**config.mk**
```make
export PLATFORM = sky130hd
export DESIGN_NAME = irq_priority_encoder
export DESIGN_NICKNAME = d
export VERILOG_FILES = /design/src/rtl/irq_priority_encoder.sv
export SDC_FILE = /design/constraint.sdc
export NUM_CORES = 1
export LEC_CHECK = 0
export CAP_MARGIN = 20
export CORE_MARGIN = 4
export CORE_UTILIZATION = 23
export CTS_CLUSTER_SIZE = 20
export DETAILED_ROUTE_END_ITERATION = 10
export GPL_TIMING_DRIVEN = 1
export PLACE_DENSITY = 0.42
export SLEW_MARGIN = 20
export SYNTH_ARGS = -nofsm -noshare
export SYNTH_HDL_FRONTEND = slang
export SYNTH_SLANG_ARGS = --single-unit
export TNS_END_PERCENT = 20
```
**constraint.sdc**
```tcl
create_clock -name clk -period 4.3 [get_ports clk]
set_input_delay 0.43 -clock clk [delete_from_list [all_inputs] [get_ports clk]]
set_output_delay 0.43 -clock clk [all_outputs]
set_load 0.05 [all_outputs]
```
**src/rtl/irq_priority_encoder.sv**
```systemverilog
//==============================================================================
// Module   : irq_priority_encoder
// Function : 8-line edge-latched interrupt controller with nesting and EOI.
// Revision : 1.0 - initial release
//==============================================================================
`default_nettype none

module irq_priority_encoder #(
  parameter int                 VEC_W    = 3,
  parameter logic [VEC_W-1:0]   SPUR_VEC = 3'b111
) (
  input  logic                  clk,
  input  logic                  rst_n,
  input  logic [2**VEC_W-1:0]   irq_in,
  input  logic                  mask_we,
  input  logic [2**VEC_W-1:0]   mask_wdata,
  output logic [2**VEC_W-1:0]   mask_q,
  output logic                  int_req,
  input  logic                  int_ack,
  output logic [VEC_W-1:0]      vec_out,
  output logic                  vec_valid,
  input  logic                  eoi,
  output logic [2**VEC_W-1:0]   pending_q,
  output logic [2**VEC_W-1:0]   in_service_q
);

  localparam int N = 2**VEC_W;

  typedef enum logic [1:0] {
    S_IDLE = 2'd0,
    S_REQ  = 2'd1,
    S_ACK  = 2'd2
  } state_t;

  state_t             r_state, w_state_nxt;
  logic [N-1:0]       r_sync1, r_sync2, r_prev;
  logic [N-1:0]       r_mask, r_pend, r_isr;
  logic [VEC_W-1:0]   r_vec;

  logic [N-1:0]       w_rise, w_elig, w_grant_mask, w_isr_eoi;
  logic [VEC_W-1:0]   w_cand;
  logic               w_cand_hit;
  logic [VEC_W:0]     w_thr;
  logic               w_have_cand;
  logic               w_ack_take;
  logic               w_grant;

  assign w_rise = r_sync2 & ~r_prev;
  assign w_elig = r_pend & ~r_mask;

  // Scan from lowest priority upward so the last hit is the highest priority.
  always_comb begin
    w_cand     = '0;
    w_cand_hit = 1'b0;
    w_thr      = (VEC_W+1)'(N);
    for (int i = N-1; i >= 0; i--) begin
      if (w_elig[i]) begin
        w_cand     = VEC_W'(i);
        w_cand_hit = 1'b1;
      end
      if (r_isr[i]) begin
        w_thr = (VEC_W+1)'(i);
      end
    end
  end

  // Nesting: only a strictly higher-priority request than anything in service.
  assign w_have_cand = w_cand_hit && ({1'b0, w_cand} < w_thr);

  always_comb begin
    w_state_nxt = r_state;
    w_ack_take  = 1'b0;
    case (r_state)
      S_IDLE: if (w_have_cand) w_state_nxt = S_REQ;
      S_REQ: begin
        if (int_ack) begin
          w_state_nxt = S_ACK;
          w_ack_take  = 1'b1;
        end else if (!w_have_cand) begin
          w_state_nxt = S_IDLE;
        end
      end
      S_ACK:   w_state_nxt = S_IDLE;
      default: w_state_nxt = S_IDLE;
    endcase
  end

  assign w_grant      = w_ack_take && w_have_cand;
  assign w_grant_mask = w_grant ? (N'(1) << w_cand) : '0;
  // Clearing the lowest set bit; an empty ISR stays empty.
  assign w_isr_eoi    = eoi ? (r_isr & (r_isr - N'(1))) : r_isr;

  always_ff @(posedge clk or negedge rst_n) begin
    if (!rst_n) begin
      r_state <= S_IDLE;
      r_sync1 <= '0;
      r_sync2 <= '0;
      r_prev  <= '0;
      r_mask  <= '1;
      r_pend  <= '0;
      r_isr   <= '0;
      r_vec   <= '0;
    end else begin
      r_state <= w_state_nxt;
      r_sync1 <= irq_in;
      r_sync2 <= r_sync1;
      r_prev  <= r_sync2;
      if (mask_we) r_mask <= mask_wdata;
      // A fresh edge wins over the acknowledge clear of the same bit.
      r_pend  <= (r_pend & ~w_grant_mask) | w_rise;
      r_isr   <= w_isr_eoi | w_grant_mask;
      if (w_ack_take) r_vec <= w_have_cand ? w_cand : SPUR_VEC;
    end
  end

  assign int_req      = (r_state == S_REQ);
  assign vec_valid    = (r_state == S_ACK);
  assign vec_out      = r_vec;
  assign mask_q       = r_mask;
  assign pending_q    = r_pend;
  assign in_service_q = r_isr;

endmodule

`default_nettype wire

```
---- After elaboration in Yosys (flattened, before gate mapping) ----
Cells that the tools add are included.
operators by class
  multiplexer cells ....................... 33
  reduce and logical (&&, ||, !) cells .... 4
  shifts and indexed selects .............. 1
  magnitude comparators ................... 1
  bitwise logic cells ..................... 9
  equality and inequality tests ........... 4
  add/sub/neg operators ................... 1
operators with widths
  kind                   number
  $and A8 B8 Y8          4
  $mux W4                8
  $mux W3                9
  $not A8 Y8             3
  $mux W8                2
  $or A8 B8 Y8           2
  $mux W1                10
  $shl A1 B3 Y8 const A  1
  $sub A8 B1 Y8 const B  1
  $mux W2                3
  $lt A3 B4 Y1           1
  $pmux W2 S2            1
  $ne A3 B3 Y1 const B   1
  $eq A2 B1 Y1 const B   1
  $eq A2 B2 Y1 const B   1
  $logic_and A1 B1 Y1    2
  $logic_not A2 Y1       1
  $ne A2 B2 Y1 const B   1
  $reduce_and A2 Y1      1
word-level totals
  word-level logic and storage cells ...... 61
  register bits after elaboration ......... 53
  output and inout port bits .............. 29
  bits of input ports ..................... 21

---- Depth between registers and ports, before layout ----
  depth after elaboration ................. 17
  mapped depth ............................ 10

---- Worst setup path after synthesis ----
Ideal clock, no wire load.
  path kind ............................... register to register
  start point ............................. reg r_mask[6] (netlist: mask_q[6])
  end point ............................... reg r_pend[7] (netlist: pending_q[7])
  setup slack ............................. 1.312 ns
  arrival ................................. 2.862 ns
  setup time .............................. 0.126 ns
  data required time ...................... 4.174 ns
  cell stages (with the launch flop) ...... 11
  path buffers ............................ 0
  cell sequence ........................... dfstp_2 > nand2b_4 > a211oi_1 > o21ai_1 > inv_1 > ha_1 > o21ai_0 > a21oi_2 > o311a_2 > a211o_4 > o32a_1
on the way
  longest elaborated chain between the ends .. 16
  elaborated cells on any way between the ends .. 24
  those cells by class .................... 1 x order compare; 1 x shift; 15 x mux; 5 x bitwise; 2 x reduce/logical
ends and longest elaborated chain
  what                    RTL line  RTL
  start, declared         37        logic [N-1:0] r_mask, r_pend, r_isr;
  start signal, assigned  108       if (mask_we) r_mask <= mask_wdata;
  $not A8 Y8 (*)          49        assign w_elig = r_pend & ~r_mask;
  $and A8 B8 Y8 (*)       49
  $mux W3 (7 in series)   57        if (w_elig[i]) begin
  $lt A3 B4 Y1            68        assign w_have_cand = w_cand_hit && ({1'b0, w_cand} < w_thr);
  $logic_and A1 B1 Y1     68
  $logic_and A1 B1 Y1     88        assign w_grant = w_ack_take && w_have_cand;
  $mux W8 (*)             89        assign w_grant_mask = w_grant ? (N'(1) << w_cand) : '0;
  $not A8 Y8 (*)          110       r_pend <= (r_pend & ~w_grant_mask) | w_rise;
  $and A8 B8 Y8 (*)       110
  $or A8 B8 Y8 (*)        110
  end signal, assigned    110
  end, declared           37
Mark *: on every way between the ends. The rest lies on a longest branch, timed or not.
A chain may end at the register's enable or synchronous reset.

---- Worst setup path after layout ----
  start point ............................. reg r_mask[6] (netlist: mask_q[6])
  end point ............................... reg r_isr[2] (netlist: in_service_q[2])
on the way
  longest elaborated chain between the ends .. 14
  elaborated cells on any way between the ends .. 22
  those cells by class .................... 1 x order compare; 1 x shift; 15 x mux; 3 x bitwise; 2 x reduce/logical
ends and longest elaborated chain
  what                   RTL line  RTL
  $not A8 Y8 (*)         49
  $and A8 B8 Y8 (*)      49
  $mux W3 (7 in series)  57
  $lt A3 B4 Y1           68
  $logic_and A1 B1 Y1    68
  $logic_and A1 B1 Y1    88
  $mux W8 (*)            89
  $or A8 B8 Y8 (*)       111       r_isr <= w_isr_eoi | w_grant_mask;
  end signal, assigned   111
  end, declared          37
Marked as above.

==> reports/results.ini <==
[outcome]
outcome=completed

[worst_hold_path]
hold_class=in2async

[floorplanning]
fp.dieH_um=106
ioPinCount=50
rows=35
dieArea_um2=11300
core_area_um2=9330
die_x_um=106
start_util=0.238

[yosys]
syn_area_um2=2220
ys_seq_area_frac=0.602
yosys.area.top_type_share=0.507
yosys_register_bits=53
syn_avg_cell_area_um2=12.5
synth_async_sr_flop_share=1.00
yosysMostFrequentCell=dfrtp_1
yosys-top-cells-count=dfrtp_1 (45), nor2b_1 (15), nand2_1 (12), nor2_1 (12)
synth-edff-count=0
synth_largest_area_cell=dfrtp_1
synth_cell_type_count=41
ys.flop_type=dfrtp_1
syn_inst=177
netlist_top_cells_area=dfrtp_1 (51%), dfstp_2 (9.5%), nor2b_1 (4.2%)
synth_fp_nets=200
synth_warnings=0

[place]
dpl_cell_area_um2=2870
io_buffers=49
place_hpwl_um=4060
gp_congestion=0.757

[global_route]
grt_pass1_vias=1615
grt_max_degree=31
antenna_found_initial=0
grt_usage=0.0985
grt-ovfl-total=0
grt_pass1_wl_um=8690

[critical_path]
path_depth=10
slowest_delay_ns=0.55
cp_top_family=compound AO/OA/AOI/OAI gates
setup.worst_path.start_class=flip-flop
worst_ep_required_time_ns=4.49
slowest_stage=dfstp_2
worstReg2RegStart=mask_q[6]
crit_chain=nand2b_4 -> a211oi_1 -> o21ai_1 -> inv_1 -> ha_1 -> o21ai_0 -> a21oi_2 -> o311a_2 -> a211o_4 -> o41ai_1
worstPathMaxFanout=8
setup.worst_path.start=mask_q[6]
rr_worst_depth=10
crit_arrival_ns=3.34
crit_buf_inv=1
end_kind=flip-flop
critPathKind=reg2reg

[pwr]
cellPowerDensity_nw_per_um2=623
power_mw=1.85
swShare=0.444
p_leak_nw=1.17
intPower_mw=1.03
power_switching_mw=0.820
vdd_drop_max_uv=192
p_comb_frac=0.485
clkPwrFrac=0.161
power.share.sequential=0.355

[job]
drv_cap=0

[sta]
worst_slew_pin_slew_ns=0.672
finalCriticalPeriod_ns=3.15
hold_viol_final=0
rsz0062_at_grt=no
final_max_slew_viol_count=0
fin_crit_sh=0.732
skew_ns=0.00414
slew_headroom=0.549
fmaxAchievable_ghz=0.318
setup_viol=0
setup-tns-final_ns=0

[cts]
clk_path_buf_depth=2
postCtsSetupRepairBufs=0
holdBufCountCts=0
cts.sinks=53
cts-root-buf=clkbuf_8
cts_made_buffers=5
ctsResizeCount=0
cts_tree=done
htreeDepth=2
clkLatencyLatePin_ns=0.30
clk_pin_slew_ns=0.10

[routing]
vias_per_cell=4.39
via_count=1594
drt_first_pass_iters=4
drc=0
drt_iter0_drc=49
routedWlPerCell_um=14.8
wl_um=5360
drtAntennaViolNets=0

[layout]
final_area_um2=2970
diodes=0
area_delta_synth_final_pct=33.6
multi_input_area_um2=866
ff_latch_area_um2=1340
drive_above_1_share=0.158
fin_nets=256
nFillCells=965

power by group through the flow:
stage          logic, mW  clock network [mW]  registers (mW)
5_1_grt            0.961               0.328           0.671
6_report           0.895               0.297           0.655
3_5_place_dp       0.891                   0           0.668
4_1_cts            0.895               0.312           0.658
3_3_place_gp       0.889                   0           0.669
2_1_floorplan      0.436                   0           0.835
layout by cell type (no fill, tap or decap), types with 2 or more instances in the layout:
cell type	instances
a211oi_1	2
a21oi_1	6
a31oi_1	3
clkbuf_8	6
clkdlybuf4s50_1	48
dfrtp_1	45
dfstp_2	8
ha_1	2
inv_1	4
mux2_2	8
nand2_1	12
nand2b_1	8
nor2_1	12
nor2b_1	15
nor4_1	5
nor4_4	2
o21ai_0	6
o21ai_1	2
o31ai_1	4
o32a_1	3
o41ai_1	7
or2b_1	2
layer usage:
metal	vias to the layer above	track usage	share of wire
li1	768	-	-
met5	-	0	0
met2	41	0.146	0.45
met3	4	0.0322	0.055
met1	781	0.138	0.49
met4	0	0.0250	0.0067
area by class of cell:
cell class	instances	share of cell area
inverters	4	0.00506
clock inverters	2	0.00464
clock buffers	6	0.0278
flip-flops and latches	53	0.450
repair buffers	50	0.166
multi-input cells	119	0.292
well taps	129	0.0544
state kept, by name, summed over array words and instances (netlist names):
signal,cells
in_service_q,8
mask_q,8
vec_out,3
r_sync1,8
r_prev,8
r_state,2
r_sync2,8
pending_q,8
cell families (layout without fill, tap and decap cells):
group	after synthesis	in the layout	share of synthesized area
AOI/OAI and AO/OA	42	42	0.152
adders and majority gates	2	2	0.0113
buffers and inverters	5	62	0.00845
DFF	53	53	0.602
muxes	8	8	0.0406
and+or+nand+nor	67	67	0.186
per-stage QoR:
stage	setup slack [ns]	std cells	hold WS [ns]	utilization
after floorplan	1.31	177	0.134	-
after global placement	1.28	355	0.332	0.308
after detailed placement	1.16	355	0.335	0.308
after CTS	1.13	363	0.101	0.318
after global routing	0.853	363	0.129	0.318
final	1.15	363	0.103	0.318
final timing paths:
kind / slack, ns / end
worst max-delay path: 1.15 / in_service_q[2]
worst min-delay path: 0.10 / r_sync1[6]
worst max register to register: 1.15 / in_service_q[2]
worst min register to register: 0.36 / r_sync2[6]
max in group asynchronous: 3.42 / pending_q[4]
min in group clk: 0.36 / r_sync2[6]
(Power assumes the default switching activity.)
